===== src/rtl/obj_dma.sv =====
// Object-memory DMA engine: a CPU write to the trigger register latches a
// source RAM page; at the next vertical blank the engine stalls the CPU,
// takes the bus and copies LEN bytes from {page,idx} to DST_BASE+idx.
// Bus outputs are a pure decode of registered state, so an asynchronous
// reset returns every output to its idle value immediately.
module obj_dma #(
  parameter logic [15:0] DMA_REG_ADDR = 16'h4F00,
  parameter logic [15:0] DST_BASE     = 16'h4800,
  parameter int unsigned LEN          = 256
) (
  input  logic        clk_1,
  input  logic        rst_n,
  input  logic [15:0] cpu_address,
  input  logic [7:0]  cpu_data_in,
  input  logic        cpu_wen_n,
  input  logic        vblank,
  input  logic [7:0]  ram_data_in,
  output logic        cpu_rdy,
  output logic        dma_owns_bus,
  output logic [15:0] dma_address,
  output logic [7:0]  dma_data_out,
  output logic        dma_wen_n,
  output logic        dma_ram_oe_n,
  output logic        dma_busy,
  output logic        dma_done,
  output logic        dma_overrun
);

  localparam int unsigned IDX_W  = 8;
  localparam int unsigned ADDR_W = 16;
  // Last byte index; LEN=256 ends at 8'hFF so idx never wraps mid-transfer.
  localparam logic [IDX_W-1:0] LAST_IDX = IDX_W'(LEN - 1);

  typedef enum logic [2:0] {
    S_IDLE  = 3'd0,
    S_ARMED = 3'd1,
    S_READ  = 3'd2,
    S_WRITE = 3'd3,
    S_DONE  = 3'd4
  } state_e;

  state_e           state_q, state_d;
  logic [IDX_W-1:0] idx_q,   idx_d;
  logic [7:0]       page_q,  page_d;
  logic [7:0]       data_q,  data_d;
  logic             overrun_q, overrun_d;

  logic             trigger_c;

  // CPU write to the trigger register, snooped from the CPU bus.
  assign trigger_c = !cpu_wen_n && (cpu_address == DMA_REG_ADDR);

  // State and datapath registers.
  always_ff @(posedge clk_1 or negedge rst_n) begin
    if (!rst_n) begin
      state_q   <= S_IDLE;
      idx_q     <= '0;
      page_q    <= '0;
      data_q    <= '0;
      overrun_q <= 1'b0;
    end else begin
      state_q   <= state_d;
      idx_q     <= idx_d;
      page_q    <= page_d;
      data_q    <= data_d;
      overrun_q <= overrun_d;
    end
  end

  // Next-state and datapath update; triggers outside IDLE are ignored.
  always_comb begin
    state_d   = state_q;
    idx_d     = idx_q;
    page_d    = page_q;
    data_d    = data_q;
    overrun_d = overrun_q;
    unique case (state_q)
      S_IDLE: begin
        if (trigger_c) begin
          page_d    = cpu_data_in;
          overrun_d = 1'b0;
          idx_d     = '0;
          state_d   = S_ARMED;
        end
      end
      S_ARMED: begin
        // Losing vblank here simply keeps us waiting for the next one.
        if (vblank) begin
          state_d = S_READ;
        end
      end
      S_READ: begin
        data_d  = ram_data_in;
        state_d = S_WRITE;
        if (!vblank) begin
          overrun_d = 1'b1;
        end
      end
      S_WRITE: begin
        // The copy always runs to completion; a lost vblank is only flagged.
        if (!vblank) begin
          overrun_d = 1'b1;
        end
        if (idx_q == LAST_IDX) begin
          state_d = S_DONE;
        end else begin
          idx_d   = idx_q + IDX_W'(1);
          state_d = S_READ;
        end
      end
      S_DONE: begin
        state_d = S_IDLE;
      end
      default: begin
        state_d = S_IDLE;
      end
    endcase
  end

  // Output decode from state, index and latched byte.
  always_comb begin
    cpu_rdy      = 1'b1;
    dma_owns_bus = 1'b0;
    dma_address  = '0;
    dma_data_out = '0;
    dma_wen_n    = 1'b1;
    dma_ram_oe_n = 1'b1;
    dma_busy     = 1'b0;
    dma_done     = 1'b0;
    unique case (state_q)
      S_IDLE: begin
      end
      S_ARMED: begin
        cpu_rdy  = 1'b0;
        dma_busy = 1'b1;
      end
      S_READ: begin
        cpu_rdy      = 1'b0;
        dma_busy     = 1'b1;
        dma_owns_bus = 1'b1;
        dma_address  = {page_q, idx_q};
        dma_ram_oe_n = 1'b0;
      end
      S_WRITE: begin
        cpu_rdy      = 1'b0;
        dma_busy     = 1'b1;
        dma_owns_bus = 1'b1;
        dma_address  = DST_BASE + ADDR_W'(idx_q);
        dma_data_out = data_q;
        dma_wen_n    = 1'b0;
      end
      S_DONE: begin
        cpu_rdy  = 1'b0;
        dma_busy = 1'b1;
        dma_done = 1'b1;
      end
      default: begin
      end
    endcase
  end

  assign dma_overrun = overrun_q;

endmodule


===== config.mk =====
export PLATFORM = sky130hd
export DESIGN_NAME = obj_dma
export DESIGN_NICKNAME = d
export VERILOG_FILES = /design/src/rtl/obj_dma.sv
export SDC_FILE = /design/constraint.sdc
export NUM_CORES = 1
export LEC_CHECK = 0
export ABC_AREA = 1
export CORE_MARGIN = 2
export CORE_UTILIZATION = 40
export DETAILED_ROUTE_END_ITERATION = 16
export PLACE_DENSITY_LB_ADDON = 0.2
export REMOVE_ABC_BUFFERS = 1
export SYNTH_ARGS = -nofsm -noshare
export SYNTH_HDL_FRONTEND = slang
export SYNTH_SLANG_ARGS = --single-unit

===== constraint.sdc =====
create_clock -name clk_1 -period 1.6 [get_ports clk_1]
set_input_delay 0.32 -clock clk_1 [delete_from_list [all_inputs] [get_ports clk_1]]
set_output_delay 0.32 -clock clk_1 [all_outputs]
set_load 0.05 [all_outputs]

==> metrics <==
Util after Layout 0.790; HPWL Detailed 2650 microns; Slew headroom 0.746; Slew @ Worst Pin 380 ps; ranking of synthesized cells by area dfrtp_1, nor2_1, inv_1; I/O Buffers 66; vias in the first global route 1569; final wirelength 4220 microns; setup ws final -138 ps; initial antenna violation count 0; fin. max-slew vios 0; Synth cell types 26; non-filler instance count after layout 354; Layout Cell Area excl Fill 0.00314 sq mm; largest net degree at the start of global routing 29; # diodes 0; antenna-violating nets left 0; mean post-synth cell area 7.42 sq um; initial DRC count 100; run status finished, violations left; GP Congestion 0.739; Num CTS Buffers 3; Die X 68.2 microns; RSZ-0062 raised after global routing true; CTS sink count 28; failing checks setup timing; depth of the CTS H-tree 1; startpoint types flip-flop; Mapped Cells 222; dpl ws -116 ps; fmax 0.575 GHz; Cell Area, Synth 0.00165 sq mm; PD cells 1220 mW/mm^2; FP Rows 23; GR Overflow Total 0; Reg2Reg Setup Slack 10 ps; Initial Utilization 0.415; static leakage 1.37 nW; die area 0.00465 sq mm; Die Y 68.2 microns; root buf cell clkbuf_8; Final nets 342; DR vias/cell 4.49; type of the tightest min-delay check in -> async; worst-skew pair later-pin latency 270 ps; wire length per cell 11.9 microns; hold buffers post-CTS 0; # setup viols final 29; Max Cap Viol 0; routed vias 1588; flops & latches, synth 28; Max VDD drop 0.000884 V; Layout Area Growth over Synthesis 90.5%; final setup TNS -2720 ps; Worst-path clk slew 100 ps; R2R Path Start state_q[0]; dominant cell type by area after synthesis dfrtp_1; share of layout cells above drive strength 1 0.391; Yosys top cell area share 0.426; Top Ports 67; Data arrival, critical path 1420 ps; fin crit share 1.09; core box area 0.00397 sq mm; Syn. warnings 0; Critical Path RT 1280 ps; post-synthesis sequential area ratio 0.426; CP Capture Type primary output; Final Skew 6.10 ps; first-pass GRT wire length 6820 microns; Hold Fails Final Rpt 0; reg-to-reg critical path endpoint idx_q[7]; min cycle time layout 1740 ps; Post-Place Cells 339; Tot GR Track Use 0.195; Reg2Reg Depth 10; critical path class reg -> out; Clock Path Buffers 2; post-placement cell area 0.00267 sq mm; TritonCTS clock tree done; DRC 0; detailed-router iteration count before antenna repair 4; crit-path max FO 3
metal layers:
layer,vias up,global-route usage,part of all wire
li1,831,-,-
met1,712,0.242,0.41
met2,43,0.341,0.54
met3,2,0.0395,0.053
met4,0,0.0600,0.0043
met5,-,0,0
area by class of cell:
type	instances	area (sq um)
Fill cell	246	835
Clock inverter	1	30.0
Clock buffer	3	41.3
Multi-Input combinational cell	143	957
Inverter	45	179
Sequential cell	28	703
Timing Repair Buffer	84	1160
Tap cell	50	62.6
cell usage after synthesis:
cell / n
nand4_4: 1
o21ai_0: 2
o21a_1: 1
o21ai_2: 10
ha_1: 1
inv_1: 40
nor3_1: 1
buf_2: 2
clkbuf_1: 1
o211ai_1: 1
or2_2: 1
buf_6: 3
or2_1: 1
o21ai_1: 2
nand2_1: 38
nor2_4: 3
nor2_2: 5
inv_2: 5
dfrtp_1: 28
nand4_1: 1
nor3b_4: 1
a21oi_1: 10
nand2_2: 1
nand2_4: 2
nand3_1: 12
nor2_1: 49
logic make-up after synthesis:
logic type                 share of synthesized area
DFF                                            0.426
adders and majority gates                    0.00760
AOI/OAI and AO/OA                              0.105
buffers and inverters                          0.131
and+or+nand+nor                                0.331
worst max-delay path: stages (launching register included):
cell and delay [ps]:
dfrtp_1 420, buf_6 140, nor2_2 30, inv_2 70, nor2_4 40, nor3_2 180, buf_4 150, buf_12 120
power by group:
group	total [mW]	switching, mW	internal (mW)
clock	0.559	0.224	0.335
combinational	2.35	1.38	0.970
sequential	0.921	0.0774	0.844
layout by cell type, fill, tap and decap left out, types with 2 or more instances in the layout:
| cell type | netlist | final |
|---|---|---|
| inv_1 | 40 | 39 |
| nand2_1 | 38 | 35 |
| clkdlybuf4s50_1 | 0 | 35 |
| buf_12 | 0 | 32 |
| nor2_4 | 3 | 26 |
| dfrtp_1 | 28 | 26 |
| nor2_1 | 49 | 21 |
| nor2_2 | 5 | 10 |
| a21oi_1 | 10 | 10 |
| nand3_1 | 12 | 10 |
| o21ai_2 | 10 | 10 |
| buf_4 | 0 | 8 |
| buf_6 | 3 | 6 |
| inv_2 | 5 | 4 |
| nand2_2 | 1 | 3 |
| nand2_4 | 2 | 3 |
| clkbuf_8 | 0 | 3 |
| buf_8 | 0 | 3 |
| nand3_4 | 0 | 2 |
| o21ai_1 | 2 | 2 |
| o21ai_0 | 2 | 2 |
| dfrtp_2 | 0 | 2 |
state kept, by name, summed over array words and instances, names as in the netlist:
signal	cells
data_q	8
dma_overrun	1
idx_q	8
page_q	8
state_q	3
metrics by stage:
step	power (mW)	hold WS (ps)
after global routing	4.03	456
after global placement	2.65	465
after floorplan	1.95	24.4
after CTS	3.64	432
final	3.83	436
after detailed placement	2.67	470
timing repair:
item / 4_1_cts / 5_1_grt
pin swaps: 6 / 8
cloned: 0 / 0
setup endpoints to repair: 29 / 40
gates resized for setup: 64 / 18
setup buffers: 9 / 2
how the worst max path moves through the flow:
stage	start	endpoint	depth (start not counted)
after floorplan	state_q[2]	dma_busy	5
after global placement	cpu_address[1]	idx_q[6]	8
after detailed placement	cpu_address[1]	idx_q[7]	8
after CTS	state_q[2]	cpu_rdy	6
after global routing	state_q[2]	dma_address[8]	4
final	state_q[0]	cpu_rdy	7
Note: power is estimated with default switching activity, not from simulation.
